**src/rtl/systolic_skew_feeder.sv**
```systemverilog
// Skews each accepted input vector so that element i reaches array row i
// i+1 cycles after acceptance, and tracks tile boundaries to pulse done.
module systolic_skew_feeder #(
   parameter int D_BW = 8,
   parameter int N    = 4
) (
   input  logic              en_clk,
   input  logic              rst,
   input  logic              s_valid,
   output logic              s_ready,
   input  logic [N*D_BW-1:0] s_data,
   input  logic              s_last,
   output logic [N*D_BW-1:0] out_d,
   output logic [N-1:0]      out_v,
   output logic              busy,
   output logic              done
);

   localparam logic [1:0] S_IDLE   = 2'd0;
   localparam logic [1:0] S_STREAM = 2'd1;
   localparam logic [1:0] S_DRAIN  = 2'd2;
   localparam int         CW       = $clog2(N);

   logic [1:0]    r_state;
   logic [CW-1:0] r_cnt;
   logic [N-1:0]  r_last_sh;
   logic          w_accept;

   assign s_ready  = (r_state != S_DRAIN);
   assign w_accept = s_valid & s_ready;
   assign busy     = (r_state == S_STREAM) || (r_state == S_DRAIN);
   assign done     = r_last_sh[N-1];

   // NOTE: all state uses non-blocking assignments so every register samples pre-edge values.
   always_ff @(posedge en_clk) begin
      if (rst) begin
         r_state <= S_IDLE;
         r_cnt   <= '0;
      end else begin
         case (r_state)
            S_IDLE, S_STREAM: begin
               if (w_accept) begin
                  if (s_last) begin
                     r_state <= S_DRAIN;
                     r_cnt   <= CW'(N - 1);
                  end else begin
                     r_state <= S_STREAM;
                  end
               end
            end
            S_DRAIN: begin
               r_cnt <= r_cnt - CW'(1);
               if (r_cnt == CW'(1)) r_state <= S_IDLE;
            end
            default: r_state <= S_IDLE;
         endcase
      end
   end

   // Tile-end marker travels alongside row N-1 so done lines up with its last element.
   always_ff @(posedge en_clk) begin
      if (rst) r_last_sh <= '0;
      else     r_last_sh <= {r_last_sh[N-2:0], w_accept & s_last};
   end

   for (genvar g_row = 0; g_row < N; g_row++) begin : g_line
      logic [D_BW-1:0] r_d [g_row+1];
      logic [g_row:0]  r_v;

      // NOTE: the skew lines are reset so an aborted tile leaves nothing in flight.
      always_ff @(posedge en_clk) begin
         if (rst) begin
            r_d <= '{default: '0};
            r_v <= '0;
         end else begin
            r_d[0] <= w_accept ? s_data[g_row*D_BW +: D_BW] : '0;
            r_v[0] <= w_accept;
            for (int j = 1; j <= g_row; j++) begin
               r_d[j] <= r_d[j-1];
               r_v[j] <= r_v[j-1];
            end
         end
      end

      assign out_d[g_row*D_BW +: D_BW] = r_d[g_row];
      assign out_v[g_row]              = r_v[g_row];
   end

endmodule

```
**config.mk**
```make
export PLATFORM = sky130hd
export DESIGN_NAME = systolic_skew_feeder
export DESIGN_NICKNAME = d
export VERILOG_FILES = /design/src/rtl/systolic_skew_feeder.sv
export SDC_FILE = /design/constraint.sdc
export NUM_CORES = 1
export LEC_CHECK = 0
export CAP_MARGIN = 10
export CORE_ASPECT_RATIO = 0.6
export CORE_MARGIN = 2
export CORE_UTILIZATION = 30
export DETAILED_ROUTE_END_ITERATION = 10
export GPL_ROUTABILITY_DRIVEN = 0
export PLACE_DENSITY = 0.6
export REMOVE_ABC_BUFFERS = 1
export SLEW_MARGIN = 5
export SYNTH_ARGS = -nofsm -noshare
export SYNTH_HDL_FRONTEND = slang
export SYNTH_SLANG_ARGS = --single-unit
export TNS_END_PERCENT = 1
```
**constraint.sdc**
```tcl
create_clock -name en_clk -period 1.7 [get_ports en_clk]
set_input_delay 0.255 -clock en_clk [delete_from_list [all_inputs] [get_ports en_clk]]
set_output_delay 0.255 -clock en_clk [all_outputs]
set_load 0.02 [all_outputs]
```
==> flow_summary.toml <==
[run_status]
outcome = "finished clean"

[critical_path]
path_delay_family = "compound AO/OA/AOI/OAI gates"
critical-path-slowest-cell = "dfxtp_1"
crit_type = "reg2reg"
critPathArrivalTime_ns = 1.79
worstPathRequired_ns = 1.95
worstPathMaxFanout = 7
cp-end-kind = "flop"
worstPathCellList = "inv_1 -> ha_1 -> or2_1 -> a22o_1 -> a211oi_1"
worst-path-buf-inv = 1
max_stage_delay_ns = 0.38
start_kind = "flop"

[detailed_routing]
post_drt_wl_per_cell_um = 10.47
wl_mm = 4.524
viasPerCell = 3.752
via_count = 1621
dr.pass1.iters = 4
post-route-drc-count = 0
drtIter0Drc = 77
ant_nets = 0

[grt]
grt_overflow_total = 0
grt_max_degree = 28
grt_pass1_vias = 1500
antenna_found_initial = 1
grt_pass1_wl_mm = 7.176
track_usage = 0.09583

[logic_synthesis]
synth-seq-cells = 92
ys_top_cells_by_count = "dfxtp_1 (92), nor2b_1 (55), and2_1 (33), buf_4 (25), clkbuf_1 (6)"
syn_area_um2 = 2828
synth.distinct_cells = 21
synth_top_flop_cell = "dfxtp_1"
synth_edf_count = 0
syn_inst = 242
synth_seq_area_share = 0.6513
yosys-top-cells-area = "dfxtp_1 (65%), nor2b_1 (12%), and2_1 (7.3%)"
avgSynthCellArea_um2 = 11.68
async_reset_ff_frac = 0
yosys.area.top_type = "dfxtp_1"
yosysTopAreaCellShare = 0.6513
synth.most_common_cell = "dfxtp_1"
synth-warning-count = 0

[clock_tree]
cts_max_path_buffers = 2
cts_root_buf = "clkbuf_16"
clk_latency_ns = 0.33
cts_buffers = 9
htreeDepth = 3
cts_tree = "yes"
clk_pin_slew_worst_paths_ns = 0.06
cts.sinks = 92

[die]
dieArea_um2 = 10240
fp-row-count = 27
ios = 75
core_um2 = 9155
die_y_um = 79.20
initial_core_util = 0.3089
die_w_um = 129.3

[final_layout]
fin_util = 0.4167
syn_to_final_growth_pct = 34.91
nNetsFinal = 336
drive_above_1_share = 0.08306

[sta]
rsz0062_at_grt = "no"
min_period_ns = 1.548
setup_viol = 0
max_clock_freq_mhz = 645.9
slew_headroom = 0.8129
whs_ns = 0.2412
finalMaxSlewViolations = 0
fin_crit_sh = 0.9108
worstMarginPinSlew_ns = 0.2807
fin_ws_ns = 0.1517
fin_tns_setup_ns = 0
hold_viol_final = 0
fin_skew_ns = 0.004467

[min_path]
min_path_type = "in2reg"

[placement]
io_buffers = 74
dpl_worst_slack_ns = 0.08638
hpwl_mm = 3.112

[job]
drv_cap = 0

[power]
p_leak_nw = 1.475
vdd_drop_max_v = 0.0004559
power_density_nw_per_um2 = 1180
==> logic make-up after synthesis <==
family          count (synthesis)  share of synthesized area
simple gates                   97                     0.2173
compound gates                  9                    0.02345
buf+inv                        40                    0.09026
fa+ha+maj                       4                    0.01770
flops                          92                     0.6513
==> per-stage QoR <==
| step | power (W) | cell area, µm² | instances |
|---|---|---|---|
| 2_1_floorplan | 0.002419 | 2591 | 207 |
| 3_3_place_gp | 0.002598 | 3520 | 415 |
| 3_5_place_dp | 0.002606 | 3520 | 415 |
| 4_1_cts | 0.004578 | 3821 | 431 |
| 5_1_grt | 0.004710 | 3812 | 431 |
| 6_report | 0.004502 | 3815 | 432 |
==> report_power, final <==
part	leakage [nW]	switching (W)	internal, W
logic	0.581	0.000131	0.000171
registers	0.750	0.0000191	0.00223
clock network	0.144	0.000778	0.00117
==> layer usage <==
layer  routed length [µm]  global-route usage  vias up
met3                  720             0.08154        8
met2                 1676              0.1258       86
met4                   63             0.03478        0
met5                    0                   0        -
met1                 2064              0.1119      698
li1                     -                   -      829
==> worst paths after layout <==
kind | start | end | slack, ns | cells after the start
worst max register to register | r_state[1] | r_cnt[0] | 0.15 | 5
worst min register to register | g_line[3].r_d[19] | g_line[3].r_d[11] | 0.43 | 1
worst max-delay path | r_state[1] | r_cnt[0] | 0.15 | 5
worst min-delay path | rst | out_d[8] | 0.24 | 2
==> worst reg2reg max path: cells and delay by family, from the launching register on <==
family / cells / cell delay (ns)
AOI/OAI and AO/OA: 2 / 0.50
DFF: 1 / 0.38
and+or+nand+nor: 1 / 0.31
adders and majority gates: 1 / 0.18
buffers and inverters: 1 / 0.09
==> flip-flops by register name, indices dropped and copies added (netlist names) <==
| signal | flops |
|---|---|
| g_line.r_d | 56 |
| r_state | 2 |
| r_last_sh | 4 |
| r_cnt | 2 |
| g_line.r_v | 4 |
| out_d | 24 |
==> cells in the final DEF, fill, tap and decap left out <==
| master | netlist | layout |
|---|---|---|
| dfxtp_1 | 92 | 92 |
| nor2_2 | 1 | 1 |
| or3b_1 | 1 | 1 |
| clkinv_4 | 0 | 1 |
| ha_1 | 4 | 4 |
| clkbuf_2 | 0 | 2 |
| nor2b_1 | 55 | 55 |
| clkdlybuf4s50_1 | 0 | 71 |
| nand2_1 | 1 | 1 |
| bufinv_16 | 0 | 1 |
| or2_1 | 1 | 1 |
| clkbuf_16 | 0 | 9 |
| diode_2 | 0 | 1 |
| clkinv_2 | 0 | 2 |
| nand2b_1 | 3 | 3 |
| clkinvlp_4 | 0 | 2 |
| nand4_1 | 1 | 1 |
| a221oi_1 | 2 | 2 |
| nand2b_4 | 1 | 1 |
| a22o_1 | 1 | 1 |
| inv_1 | 5 | 5 |
| and2_1 | 33 | 33 |
| buf_2 | 3 | 1 |
| o211ai_1 | 2 | 2 |
| clkbuf_8 | 0 | 1 |
| a21oi_1 | 2 | 2 |
| a211oi_1 | 2 | 2 |
| buf_4 | 25 | 4 |
==> final cells by class <==
type,count,area (µm²)
multi-input cells,110,730.7
clock buffers,10,239.0
well taps,130,162.7
fillers,885,5340
clock inverters,6,63.81
inverters,5,18.77
diodes,1,2.502
repair buffers,78,755.7
flip-flops and latches,92,1842
==> repair_timing <==
action                                  4_1_cts  5_1_grt
cloned                                        0        0
setup buffers                                 0        0
resized for setup                             3        3
hold buffers                                  0        0
endpoints found under the setup margin        2        2
(Power assumes the default switching activity.)
